===== src/rtl/ds_addr_gen_pkg.sv =====
// ds_addr_gen_pkg: shared state encoding, kind constants and default bus width
// for the 2x2 down-sampling address generator.
package ds_addr_gen_pkg;
    localparam int AW_DEF = 18;
    typedef enum logic [2:0] {
        IDLE = 3'd0,
        S0   = 3'd1,
        S1   = 3'd2,
        S2   = 3'd3,
        S3   = 3'd4,
        DST  = 3'd5,
        FIN  = 3'd6
    } state_t;
    localparam logic KIND_SRC = 1'b0;
    localparam logic KIND_DST = 1'b1;
endpackage


===== src/rtl/ds_pix_counter.sv =====
// ds_pix_counter: output-image row/col counter for the down-sampler.
// Ports: clk (state on falling edge), rst (async active-low clear),
//        clr (sync clear at frame start), advance (step one output pixel),
//        row_nxt/col_nxt (value the counter takes at the coming edge),
//        last (current position is the final output pixel).
module ds_pix_counter #(
    parameter int COLS = 128,
    parameter int ROWS = 128,
    parameter int CW   = 7,
    parameter int RW   = 7
) (
    input  logic          clk,
    input  logic          rst,
    input  logic          clr,
    input  logic          advance,
    output logic [RW-1:0] row_nxt,
    output logic [CW-1:0] col_nxt,
    output logic          last
);
    localparam logic [CW-1:0] CMAX = CW'(COLS - 1);
    localparam logic [RW-1:0] RMAX = RW'(ROWS - 1);
    logic [RW-1:0] row;
    logic [CW-1:0] col;
    logic          wrap;
    // Next values are exported so the owner can register outputs that
    // already reflect the post-edge position.
    always_comb begin
        wrap    = advance && (col == CMAX);
        col_nxt = clr ? '0 : (advance ? ((col == CMAX) ? '0 : col + 1'b1) : col);
        row_nxt = clr ? '0 : (wrap ? ((row == RMAX) ? '0 : row + 1'b1) : row);
        last    = (row == RMAX) && (col == CMAX);
    end
    always_ff @(negedge clk or negedge rst) begin
        if (!rst) begin
            row <= '0;
            col <= '0;
        end else begin
            row <= row_nxt;
            col <= col_nxt;
        end
    end
endmodule


===== src/rtl/ds_addr_gen.sv =====
// ds_addr_gen: 2x2 down-sampling address sequencer. Per output pixel it emits
// four source read addresses then one destination write address over a
// valid/ready handshake, and pulses done at frame end.
// Ports: clk (state on falling edge), rst (async active-low), start (frame
//        launch, sampled in IDLE), ready (consumer accepts addr),
//        addr/valid/kind (address stream, kind 1 = destination),
//        busy (not IDLE), done (one-cycle frame-end pulse).
module ds_addr_gen
    import ds_addr_gen_pkg::*;
#(
    parameter int IMG_W    = 256,
    parameter int IMG_H    = 256,
    parameter int DST_BASE = 65536,
    parameter int AW       = AW_DEF
) (
    input  logic          clk,
    input  logic          rst,
    input  logic          start,
    input  logic          ready,
    output logic [AW-1:0] addr,
    output logic          valid,
    output logic          kind,
    output logic          busy,
    output logic          done
);
    localparam int COLS = IMG_W / 2;
    localparam int ROWS = IMG_H / 2;
    localparam int CW   = $clog2(COLS > 1 ? COLS : 2);
    localparam int RW   = $clog2(ROWS > 1 ? ROWS : 2);
    state_t        state, nxt;
    logic          xfer, last;
    logic [RW-1:0] row_nxt;
    logic [CW-1:0] col_nxt;
    function automatic logic [AW-1:0] addr_of(state_t s, logic [RW-1:0] r, logic [CW-1:0] c);
        logic [AW-1:0] ro, co, b;
        ro = AW'(r);
        co = AW'(c);
        b  = (ro << 1) * AW'(IMG_W) + (co << 1);
        case (s)
            S0:      return b;
            S1:      return b + 1'b1;
            S2:      return b + AW'(IMG_W);
            S3:      return b + AW'(IMG_W) + 1'b1;
            DST:     return AW'(DST_BASE) + ro * AW'(COLS) + co;
            default: return '0;
        endcase
    endfunction
    ds_pix_counter #(.COLS(COLS), .ROWS(ROWS), .CW(CW), .RW(RW)) u_cnt (
        .clk     (clk),
        .rst     (rst),
        .clr     (state == IDLE && start),
        .advance (state == DST && xfer),
        .row_nxt (row_nxt),
        .col_nxt (col_nxt),
        .last    (last)
    );
    always_comb begin
        xfer = valid & ready;
        case (state)
            IDLE:    nxt = start ? S0 : IDLE;
            S0:      nxt = xfer ? S1 : S0;
            S1:      nxt = xfer ? S2 : S1;
            S2:      nxt = xfer ? S3 : S2;
            S3:      nxt = xfer ? DST : S3;
            DST:     nxt = xfer ? (last ? FIN : S0) : DST;
            default: nxt = IDLE;
        endcase
    end
    // Outputs are registered from the next state and next counter values so
    // they change on the same edge as the state they describe.
    always_ff @(negedge clk or negedge rst) begin
        if (!rst) begin
            state <= IDLE;
            addr  <= '0;
            valid <= 1'b0;
            kind  <= KIND_SRC;
            busy  <= 1'b0;
            done  <= 1'b0;
        end else begin
            state <= nxt;
            addr  <= addr_of(nxt, row_nxt, col_nxt);
            valid <= nxt inside {S0, S1, S2, S3, DST};
            kind  <= (nxt == DST) ? KIND_DST : KIND_SRC;
            busy  <= nxt != IDLE;
            done  <= nxt == FIN;
        end
    end
endmodule


===== config.mk =====
export PLATFORM = sky130hd
export DESIGN_NAME = ds_addr_gen
export DESIGN_NICKNAME = d
export VERILOG_FILES = /design/src/rtl/ds_addr_gen_pkg.sv /design/src/rtl/ds_pix_counter.sv /design/src/rtl/ds_addr_gen.sv
export SDC_FILE = /design/constraint.sdc
export NUM_CORES = 1
export LEC_CHECK = 0
export BUFFER_PORTS_ARGS = -buffer_cell sky130_fd_sc_hd__buf_2
export CELL_PAD_IN_SITES_DETAIL_PLACEMENT = 1
export CELL_PAD_IN_SITES_GLOBAL_PLACEMENT = 2
export CORE_MARGIN = 3
export CORE_UTILIZATION = 39
export CTS_BUF_LIST = sky130_fd_sc_hd__clkbuf_16
export DETAILED_ROUTE_END_ITERATION = 10
export PLACE_DENSITY = 0.88
export SLEW_MARGIN = 20
export SYNTH_ARGS = -nofsm -noshare
export SYNTH_HDL_FRONTEND = slang
export SYNTH_SLANG_ARGS = --single-unit

===== constraint.sdc =====
create_clock -name clk -period 5.65 [get_ports clk]
set_input_delay 0.565 -clock clk [delete_from_list [all_inputs] [get_ports clk]]
set_output_delay 0.565 -clock clk [all_outputs]
set_load 0.01 [all_outputs]

# ---- After elaboration in Yosys (flattened, before gate mapping)
# Cells that the tools add are included.
dict set report op_classes {
  n_addsub 8
  n_eq_ne 13
  muxes 16
  n_bitwise 1
  reduce_logical 7
}
# op n
set op_table {}
lappend op_table {{$pmux W18 S5} 1}
lappend op_table {{$mux W7} 6}
lappend op_table {{$add A17 B1 Y18 const B} 1}
lappend op_table {{$add A17 B14 Y18 const A} 1}
lappend op_table {{$add A17 B9 Y18 const B} 1}
lappend op_table {{$add A18 B1 Y18 const B} 1}
lappend op_table {{$add A18 B7 Y18} 1}
lappend op_table {{$pmux W3 S6} 1}
lappend op_table {{$add A16 B8 Y17} 1}
lappend op_table {{$eq A3 B3 Y1 const B} 5}
lappend op_table {{$add A7 B1 Y7 const B} 2}
lappend op_table {{$eq A7 B7 Y1 const B} 2}
lappend op_table {{$eq A3 B2 Y1 const B} 4}
lappend op_table {{$mux W3} 3}
lappend op_table {{$eq A3 B1 Y1 const B} 2}
lappend op_table {{$reduce_bool A5 Y1} 1}
lappend op_table {{$logic_and A1 B1 Y1} 4}
lappend op_table {{$mux W1} 4}
lappend op_table {{$logic_not A3 Y1} 1}
lappend op_table {{$reduce_bool A3 Y1} 1}
lappend op_table {{$mux W2} 1}
lappend op_table {{$and A1 B1 Y1} 1}
dict set report totals {
  register_bits 39
  input_bits 4
  output_inout_bits 22
  word_cells 53
}

# ---- Longest topological paths before layout
dict set report depth {
  word_depth 9
  depth_mapped 7
  mapped_depth_nobuf 6
}

# ---- Modules after synthesis
# A second synthesis with hierarchy kept.
dict set report unflattened {
  hier_cells 177
  hier_area_um2 1861.8
}
# mod n_inst cells_each area_per_inst_um2 seq_area_each_um2
set modules_own_cells {}
lappend modules_own_cells {ds_addr_gen 1 89 1051.0 600.6}
lappend modules_own_cells {ds_pix_counter 1 88 810.8 350.3}

==> metrics.md <==
| Metric | Value |
|---|---|
| DRT iter0 DRCs | 35 |
| Sw power | about 0.00031 W |
| Synthesized area per cell | approximately 11 um^2 |
| Detailed Routing Iterations Pass 1 | 4 |
| H-Tree Depth | 2 |
| Post-synthesis async set-or-reset flop share | 100.0% |
| Later-pin clock latency in the skew report | about 0.30 ns |
| DPL Wire Length | about 3000 um |
| Crit path max fanout | 10 |
| Skew final | approximately 0.0037 ns |
| Final Max Slew Viols | 0 |
| Post-CTS Setup Inserts | 0 |
| Standard-cell rows | 24 |
| Clk pwr share | 29.2% |
| Tot Pwr | a little under 0.0009 W |
| Post-synth EDFFs | 0 |
| Via/cell ratio | approximately 5.7 |
| Leak | about 1 nW |
| Count of different cell masters after synthesis | 51 |
| Combinational share of power | 28.6% |
| Met2 usage | between 20% and 30% |
| Largest cells by area after synthesis | dfrtn_1 (51%), nand2_1 (3.6%), o22ai_1 (2.7%) |
| Post-Syn Area | roughly 1900 um^2 |
| Largest area contributor in the netlist | dfrtn_1 |
| Final setup viols | 0 |
| Final cell count without fillers | between 200 and 250 |
| Via count | about 1,400 |
| Core area | 4474 um^2 |
| Internal power | 0.0005695 W |
| Average wire per standard cell | approximately 17 um |
| Number of max-cap violations | 0 |
| # DRC | 0 |
| Syn_nets | 180 |
| Met1 Usage GRT | approximately a quarter |
| Initial antenna violation count | 0 |
| Placed Cells | 241 |
| Switching Share | 35.58% |
| I/O pin cnt | 26 |
| Top_reg_cell synth | dfrtn_1 |
| Sequential area share after synthesis | between 50% and 60% |
| Cell Pwr Density | ~420 nW/um^2 |
| TritonCTS buffer count | 5 |
| Hold buffer count at CTS | 0 |
| CTS max path bufs | 2 |
| Worst path arrival time | 2.09 ns |
| I/O Buffers | 24 |
| Synth Area in XOR/XNOR | 1.886% |
| Final Hold Viols | 0 |
| Initial Utilization | between 40% and 50% |
| Peak supply drop | roughly 170 uV |
| Remaining global-route overflow | 0 |
| Post-Synthesis Cells | roughly 170 |
| Post-synthesis mux area share | around 2.5% |
| Largest net degree at the start of global routing | 39 |
| Seq cells post-synth | 38 |
| Synth Area in Adders | around 1.3% |
| Worst relative slew slack | 44.39% |
| Die Span Y | about 75 um |
| Hold crit path type | reg -> reg |
| CP Capture Type | register |
| Routed Antenna Nets | 0 |
| RD Place Congestion | between 0.8 and 0.9 |
| Worst Tran Pin Value | about 0.83 ns |
| Worst-path clk slew | around 0.040 ns |
| R2R setup slack | around 3.4 ns |
| Area share of the largest cell type after synthesis | between 50 and 60% |
| Critical path data required time | 2.96 ns |
| GRT Util Overall | between 10% and 20% |
| Total negative setup slack | 0 ns |
| WS Path Type | in -> reg |
| Multi-input gate area | 778.2 um^2 |
| Combinational family with the most area after synthesis | simple AND/OR/NAND/NOR gates |
| Simple-gate share of the synthesized area | between 10% and 20% |
| Share of cells above drive strength 1 | approximately a quarter |
| Layout Utilization | between 40 and 50% |
| First-pass GRT wire length | approximately 7000 um |
| Status | finished, final reports clean |
| Die Area | between 5000 and 6000 um^2 |
| Wirelength, routed | about 4200 um |
| Complex-gate fraction of the synthesized area | between 10% and 20% |
| Layout area overhead | 12.79% |
| Reg area | 950.9 um^2 |
| RSZ-0062 raised after global routing | no |
| CTS tree | built |
| Most used routing layer in global routing | met2 |
| Yosys warnings | 0 |
| Startpoint Class | primary input |
| Nets | between 200 and 250 |
| Vias in the first global route | between 1,000 and 1,500 |
| Fillers | between 500 and 600 |
| Clock root buffer master | clkbuf_16 |
| Met3 Use GR | between 4 and 5% |
| Die span in x | approximately 75 um |
| CTS-repair resized insts | 0 |
| Reg power frac | 42.2% |
| Number of diodes | 0 |
| Clk sinks | 38 |
-- cell usage after synthesis (2+ instances only) --
cell type,n
xnor2_1,3
nand2_1,18
clkbuf_8,3
nor3_1,3
mux2_2,2
dfrtn_1,38
a21oi_1,7
and3_1,2
nand4_1,6
buf_4,2
o21ai_0,9
a31oi_1,2
o211ai_1,4
clkbuf_1,2
nor4_1,2
nor2_1,9
ha_1,2
a22o_1,3
buf_6,2
o2bb2ai_1,3
nand3_1,6
o22ai_1,8
inv_1,10
-- final timing paths --
kind | startpoint | to | cells past startpoint
worst max-delay path | ready | addr[8]$_DFF_NN0_ | 6
worst min-delay path | state[1]$_DFF_NN0_ | busy$_DFF_NN0_ | 1
worst max register to register | u_cnt.col[0]$_DFF_NN0_ | addr[8]$_DFF_NN0_ | 6
worst min register to register | state[1]$_DFF_NN0_ | busy$_DFF_NN0_ | 1
max in group asynchronous | rst | u_cnt.row[5]$_DFF_NN0_ | 1
min in group asynchronous | rst | state[0]$_DFF_NN0_ | 1
-- critical path, stage by stage --
cell,delay [ns]
buf_2,0.12
nand3_4,0.13
or4_1,0.70
mux2i_2,0.23
o31ai_1,0.24
o21ai_1,0.10
-- sequential cells by signal, summed over array words and instances, names as in the netlist --
name and count:
busy 1, state 3, addr 17, valid 1
u_cnt.row 7, u_cnt.col 7, kind 1, done 1
-- cells by family (layout without fill, tap and decap cells) --
group | after synthesis | count (layout)
other | 1 | 1
adder cells (fa/ha/maj) | 2 | 2
buffers and inverters | 20 | 42
XOR/XNOR | 4 | 4
multiplexers | 4 | 4
AO/OA/AOI/OAI | 46 | 46
AND/OR/NAND/NOR | 59 | 59
flip-flops | 38 | 38
-- area by class of cell --
class | instances | share of cell area, %
well taps | 52 | 3.104
clock buffers | 5 | 5.970
inverters | 10 | 1.791
flip-flops and latches | 38 | 45.37
multi-input cells | 116 | 37.13
clock inverters | 2 | 0.5373
repair buffers | 25 | 6.090
-- cell usage in the layout, fill, tap and decap left out, types with 6 or more instances in the layout --
cell     count
dfrtn_1     38
buf_2       24
nand2_1     18
inv_1       11
nor2_1       9
o21ai_0      9
o22ai_1      8
a21oi_1      7
nand4_1      6
nand3_1      6
-- layer usage --
metal  wire length (um)  vias up  part of all wire (%)
met5                  0        -                     0
met4                 82        0                   1.9
met3                153        8                   3.6
met2               1990       27                    47
met1               1986      702                    47
li1                   -      675                     -
-- per-stage QoR --
| stage | hold WS [ns] | setup WS (ns) | instance area (um^2) |
|---|---|---|---|
| floorplan | 0.4956 | 0.8834 | 1858 |
| global placement | 0.5278 | 0.5979 | 1959 |
| detailed placement | 0.5795 | 0.5562 | 1959 |
| CTS | 0.5815 | 0.8723 | 2096 |
| global route | 0.6259 | 0.6943 | 2096 |
| finish | 0.5841 | 0.8688 | 2096 |
-- power groups by stage --
stage          sequential, W  combinational, W  clock, W
3_5_place_dp        0.000377          0.000255         0
6_report            0.000373          0.000253  0.000258
4_1_cts             0.000373          0.000255  0.000264
2_1_floorplan       0.000364          0.000215         0
5_1_grt             0.000382          0.000284  0.000277
3_3_place_gp        0.000374          0.000252         0
(Power assumes the default switching activity.)
